===== src/rtl/mem_arbiter_pkg.sv =====
// mem_arbiter_pkg: shared state encodings and limits for the unified-memory arbiter
package mem_arbiter_pkg;
  typedef enum logic [1:0] {
    IDLE    = 2'd0,
    BUSY_IF = 2'd1,
    BUSY_DM = 2'd2,
    ERR     = 2'd3
  } arb_state_t;
  localparam int TIMEOUT_MAX = 15;
  localparam int STARVE_MAX  = 3;
  localparam int TMR_W       = 4;
endpackage


===== src/rtl/mem_arbiter_timer.sv =====
// arb_timer: access timeout counter; expired marks the busy cycle whose increment reaches TIMEOUT_MAX
module arb_timer
  import mem_arbiter_pkg::*;
(
  input  logic clk,
  input  logic rst,
  input  logic clear,
  input  logic enable,
  output logic expired
);
  logic [TMR_W-1:0] r_cnt;
  always_ff @(posedge clk or negedge rst) begin
    if (!rst) r_cnt <= '0;
    else if (clear) r_cnt <= '0;
    else if (enable) r_cnt <= r_cnt + 1'b1;
  end
  assign expired = enable & (r_cnt == TMR_W'(TIMEOUT_MAX - 1));
endmodule


===== src/rtl/mem_arbiter.sv =====
// mem_arbiter: grants one single-port memory to fetch and data requesters with anti-starvation and timeout
module mem_arbiter
  import mem_arbiter_pkg::*;
(
  input  logic        clk,
  input  logic        rst,
  input  logic        ifReq,
  input  logic [15:0] ifAddr,
  output logic        ifValid,
  output logic [15:0] ifData,
  output logic        ifStall,
  input  logic        dmReq,
  input  logic        dmWr,
  input  logic [15:0] dmAddr,
  input  logic [15:0] dmWrData,
  output logic        dmValid,
  output logic [15:0] dmData,
  output logic        dmStall,
  output logic        memEn,
  output logic        memWr,
  output logic [15:0] memAddr,
  output logic [15:0] memWrData,
  input  logic [15:0] memRdData,
  input  logic        memDone,
  output logic        err
);
  arb_state_t r_state, w_next;
  logic [1:0] r_starve;
  logic w_idle, w_busy, w_grant_if, w_grant_dm, w_expired;
  assign w_idle     = r_state == IDLE;
  assign w_busy     = (r_state == BUSY_IF) | (r_state == BUSY_DM);
  assign w_grant_dm = w_idle & dmReq & ~(ifReq & (r_starve == 2'(STARVE_MAX)));
  assign w_grant_if = w_idle & ifReq & ~w_grant_dm;
  assign memEn      = w_busy;
  assign err        = r_state == ERR;
  assign ifStall    = ifReq & ~ifValid;
  assign dmStall    = dmReq & ~dmValid;
  arb_timer u_timer (
    .clk    (clk),
    .rst    (rst),
    .clear  (w_grant_if | w_grant_dm),
    .enable (w_busy & ~memDone),
    .expired(w_expired)
  );
  always_comb begin
    w_next = r_state;
    if (w_grant_dm) w_next = BUSY_DM;
    else if (w_grant_if) w_next = BUSY_IF;
    else if (w_busy & memDone) w_next = IDLE;
    else if (w_expired) w_next = ERR;
  end
  always_ff @(posedge clk or negedge rst) begin
    if (!rst) begin
      r_state   <= IDLE;
      r_starve  <= '0;
      memWr     <= 1'b0;
      memAddr   <= '0;
      memWrData <= '0;
      ifValid   <= 1'b0;
      dmValid   <= 1'b0;
      ifData    <= '0;
      dmData    <= '0;
    end else begin
      r_state <= w_next;
      ifValid <= (r_state == BUSY_IF) & memDone;
      dmValid <= (r_state == BUSY_DM) & memDone;
      if ((r_state == BUSY_IF) && memDone) ifData <= memRdData;
      if ((r_state == BUSY_DM) && memDone && !memWr) dmData <= memRdData;
      if (w_grant_if) begin
        r_starve  <= '0;
        memAddr   <= ifAddr;
        memWrData <= '0;
        memWr     <= 1'b0;
      end
      if (w_grant_dm) begin
        memAddr   <= dmAddr;
        memWrData <= dmWrData;
        memWr     <= dmWr;
        if (ifReq && r_starve != 2'(STARVE_MAX)) r_starve <= r_starve + 1'b1;
      end
    end
  end
endmodule


===== config.mk =====
export PLATFORM = sky130hd
export DESIGN_NAME = mem_arbiter
export DESIGN_NICKNAME = d
export VERILOG_FILES = /design/src/rtl/mem_arbiter_pkg.sv /design/src/rtl/mem_arbiter_timer.sv /design/src/rtl/mem_arbiter.sv
export SDC_FILE = /design/constraint.sdc
export NUM_CORES = 1
export LEC_CHECK = 0
export CORE_UTILIZATION = 30
export CTS_CLUSTER_SIZE = 8
export DETAILED_ROUTE_END_ITERATION = 6
export GPL_TIMING_DRIVEN = 0
export PLACE_DENSITY = 0.64
export REMOVE_ABC_BUFFERS = 1
export SYNTH_ARGS = -nofsm -noshare
export SYNTH_HDL_FRONTEND = slang
export SYNTH_SLANG_ARGS = --single-unit

===== constraint.sdc =====
create_clock -name clk -period 2.4 [get_ports clk]
set_clock_uncertainty 0.1 [all_clocks]
set_input_delay 0.48 -clock clk [delete_from_list [all_inputs] [get_ports clk]]
set_output_delay 0.48 -clock clk [all_outputs]
set_load 0.02 [all_outputs]

# Word level (Yosys, flattened, before mapping)
# Index checks and enable logic that the tools add are counted.
# classes
mux	15
add_sub_neg	2
n_eq_ne	6
bitwise_logic	19
n_reduce_logical	9
# op_table
operator	n
$mux 16	4
$mux 2	7
$and 1x1->1	12
$mux 4	2
$eq 2x2->1 const B	3
$not 1->1	5
$add 4x1->4 const B	1
$eq 4x4->1 const B	1
$logic_and 1x1->1	4
$reduce_bool 2->1	2
$reduce_bool 4->1	1
$add 2x1->2 const B	1
$eq 2x1->1 const B	1
$logic_not 2->1	1
$mux 1	2
$ne 2x2->1 const B	1
$or 1x1->1	2
$logic_not 1->1	1
# word_totals
ff_bits	75
in_bits	70
elab_cells	61

# Longest topological paths before layout
# depth
depth_word	9
mapped_depth	7
depth_no_buf	5

# Modules after synthesis
# From an unflattened synthesis, not the netlist that was laid out.
# hier_totals
hier_cells	252
area_unflattened_um2	3206.8
# by_module_without_submodules
mod	cells_each	area_each_um2	seq_area_each_um2	instances
mem_arbiter	232	2984.1	1776.7	1
arb_timer	20	222.7	100.1	1

# Worst setup path before layout
# No wires, ideal clock.
# synth_timing
path_kind	reg2reg
startpoint	register r_state[0]
endpoint	register memAddr[12]
arrival_time_ns	1.472
path_slack_ns	0.702
setup_ns	0.126
path_stages_with_launch	8
n_path_buf	2
path_cell_list	dfrtp_1 > inv_1 > ha_1 > and2_1 > and2_1 > buf_6 > buf_6 > a221o_1
# synth_via
elab_chain_cells	6
# synth_rtl
item	line	source
start: declaration	mem_arbiter.sv:27	arb_state_t r_state, w_next;
start signal: assignment	mem_arbiter.sv:64	r_state <= w_next;
$logic_not 2->1 *	mem_arbiter.sv:30	assign w_idle = r_state == IDLE;
$and 1x1->1 (2 in series)	mem_arbiter.sv:32	assign w_grant_dm = w_idle & dmReq & ~(ifReq & (r_starve == 2'(STARVE_MAX)));
$not 1->1	mem_arbiter.sv:33	assign w_grant_if = w_idle & ifReq & ~w_grant_dm;
$and 1x1->1	mem_arbiter.sv:33	
$reduce_bool 2->1 (no line)	-	
end signal: assignment	mem_arbiter.sv:71	memAddr <= ifAddr;
end signal: assignment	mem_arbiter.sv:76	memAddr <= dmAddr;
end: declaration	mem_arbiter.sv:21	output logic [15:0] memAddr,
# Mark *: on every way between the ends. The rest lies on a longest branch, timed or not.
# A chain may end at the register's enable or synchronous reset.

# Worst setup path after layout
# layout_timing
startpoint	input port memDone
endpoint	register dmData[4]
# layout_via
elab_chain_cells	2
# layout_rtl
item	line	source
start: declaration	mem_arbiter.sv:24	input logic memDone,
$logic_and 1x1->1 (2 in series)	mem_arbiter.sv:68	if ((r_state == BUSY_DM) && memDone && !memWr) dmData <= memRdData;
end signal: assignment	mem_arbiter.sv:68	
end: declaration	mem_arbiter.sv:17	output logic [15:0] dmData,
# Every way passes these cells.

==> summary.md <==
| Metric | Value |
|---|---|
| Max-slew violations | `0` |
| Final hold vios | `0` |
| Synth area leaders | `dfrtp_1 (61%), mux2_2 (8.4%), a22o_1 (5.1%), a221o_1 (4.8%), mux2_4 (4.8%)` |
| Slew headroom | `0.303` |
| Drt drc | `0` |
| GR Util met1 | `0.196` |
| Dominant synthesized flop cell | `dfrtp_1` |
| Final Cell Area | `4820 µm²` |
| Setup crit start kind | `primary input` |
| Gr busiest metal | `met2` |
| P&R area growth vs syn | `55.5%` |
| Antenna cell count | `0` |
| CTS buffer count | `9` |
| FF+latch count, synth | `75` |
| IO Pins | `141` |
| CTS root buf | `clkbuf_8` |
| CP required | `2.52 ns` |
| CTS tree | `done` |
| GP Congestion | `0.723` |
| Met3 GRT Util | `0.0378` |
| Reg area | `1880 µm²` |
| Mean Syn Cell Area | `14.3 µm²` |
| Vias per cell | `4.74` |
| Outcome | `completed` |
| Remaining antenna violation count | `0` |
| GRT Overall Usage | `0.153` |
| Async set-or-reset flop fraction in the synthesized netlist | `1.00` |
| DPL Wire Length | `5540 µm` |
| Placed Area | `4630 µm²` |
| Synth area leader | `dfrtp_1` |
| Row Count | `36` |
| Cells after synthesis | `217` |
| Overall power | `2.39 mW` |
| DR pass1 iterations | `4` |
| Clk Latency, worst-skew pair | `0.34 ns` |
| Post-synth EDFFs | `0` |
| # clock sinks | `75` |
| Grt total ovfl | `0` |
| Largest net degree at the start of global routing | `49` |
| Share of the synthesized area in the top cell type | `0.605` |
| Clk slew on worst S/H paths | `0.08 ns` |
| Worst vdd rail ir drop | `0.000317 V` |
| Unrepaired setup endpoints after global routing | `false` |
| Cell leakage power | `2.28 nW` |
| Max_cap viols | `0` |
| Filler cell count | `939` |
| Initial antenna violation count | `0` |
| Class of the worst hold path | `flop to flop` |
| Mapped Area | `3100 µm²` |
| Final #Nets | `436` |
| Worst path arrival time | `2.35 ns` |
| Starting Density | `0.313` |
| CORE AREA | `9910 µm²` |
| WS Path Type | `primary input to flop` |
| Multi-input gate area | `1130 µm²` |
| Pwr dens | `495 nW/µm²` |
| Crit Path Max Fanout | `16` |
| Part of the Yosys area used for sequential elements | `0.605` |
| Yosys cell types | `31` |
| IO buf count | `140` |
| First-pass GRT wire length | `12900 µm` |
| Max Root-Sink Buffers | `2` |
| DRT iter0 DRCs | `72` |
| Final Cycle Share | `0.928` |
| Drt total wl | `7950 µm` |
| Post-CTS Setup Bufs | `0` |
| Die Span X | `104 µm` |
| Routed length per instance | `16.0 µm` |
| Worst-Margin Slew | `1.05 ns` |
| Min Tclk post-route | `2.23 ns` |
| Worst slack, placed | `-0.364 ns` |
| Final Setup Violations | `0` |
| Yosys warnings | `0` |
| Hold_ws | `0.410 ns` |
| Commonest non-fill, non-tap cell in the layout | `clkdlybuf4s50_1` |
| Fin worst setup slack | `0.172 ns` |
| Chip Height | `104 µm` |
| Vias | `2350` |
| Share of cells above drive strength 1 | `0.152` |
| DIE AREA | `10700 µm²` |
| Commonest cells after routing, fill and taps aside | `clkdlybuf4s50_1 (136), dfrtp_1 (75), mux2_2 (23)` |
| Global-route met2 utilization | `0.248` |
| Max Fclk | `449 MHz` |
| Vias in the first global route | `2457` |
| H-tree Lvls | `3` |
| Setup crit end kind | `flop` |
-- where the power goes --
part	leakage (nW)	internal [mW]	switching, mW
logic	1.16	0.108	0.0547
registers	1.03	1.26	0
clock network	0.0877	0.476	0.487
-- cells by family after synthesis --
family	synth area share
buffers and inverters	0.0331
AOI/OAI and AO/OA	0.123
xor gates and xnor gates	0.00565
muxes	0.132
adders and majority gates	0.0282
DFF	0.605
and+or+nand+nor	0.0726
-- metal layers --
metal	vias to the layer above	routed length, µm
li1	1086	-
met1	1181	3560
met2	68	3900
met3	15	312
met4	0	174
met5	-	0
-- registers in the layout, summed over array words and instances, names as in the netlist --
signal         flops
dmData            16
dmValid            1
ifData            16
ifValid            1
memAddr           16
memWr              1
memWrData         16
r_starve           2
r_state            2
u_timer.r_cnt      4
-- cells in the mapped netlist, types with 2 or more instances --
master    number
a21oi_1        2
a221o_1       15
a22o_1        18
a31oi_1        2
and2_1         3
and3_1        15
buf_2          4
buf_6          5
clkbuf_1       3
dfrtp_1       75
ha_1           7
inv_1          4
mux2_2        23
mux2_4        10
nand2_1        4
nand2b_1       3
nand3_1        3
nor2_1         6
nor2b_1        2
o21a_1         2
-- path summary, 6_finish.rpt --
path | startpoint | cells past startpoint | slack, ns | to
max reg2reg | r_state[0] | 5 | 0.18 | dmData[4]
min | memWrData[0] | 1 | 0.41 | memWrData[0]
min reg2reg | memWrData[0] | 1 | 0.41 | memWrData[0]
max in group asynchronous | rst | 3 | 1.13 | dmData[15]
min in group asynchronous | rst | 2 | 0.50 | memAddr[8]
max | memDone | 4 | 0.17 | dmData[4]
-- critical path: stages --
cell,delay [ns]
clkdlybuf4s50_1,0.51
and2_1,0.21
nand2b_1,0.73
mux2_2,0.42
-- through the flow --
step           TNS, ns   util  instances
5_1_grt              0  0.487        496
4_1_cts              0  0.487        496
6_report             0  0.487        496
3_3_place_gp   -181.39  0.462        478
2_1_floorplan        0      -        205
3_5_place_dp    -14.27  0.467        480
-- cell type report --
cell class / count / share of cell area
multi-input combinational: 126 / 0.234
sequential: 75 / 0.389
timing repair buffer: 143 / 0.300
tap: 133 / 0.0345
clock buffer: 9 / 0.0257
inverter: 4 / 0.00311
clock inverter: 6 / 0.0137
-- repair_timing --
action | CTS | global route
hold buffers | 1 | 0
endpoints found under the setup margin | 36 | 0
resized for setup | 4 | 0
hold endpoints to repair | 27 | 0
Note: power is estimated with default switching activity, not from simulation.
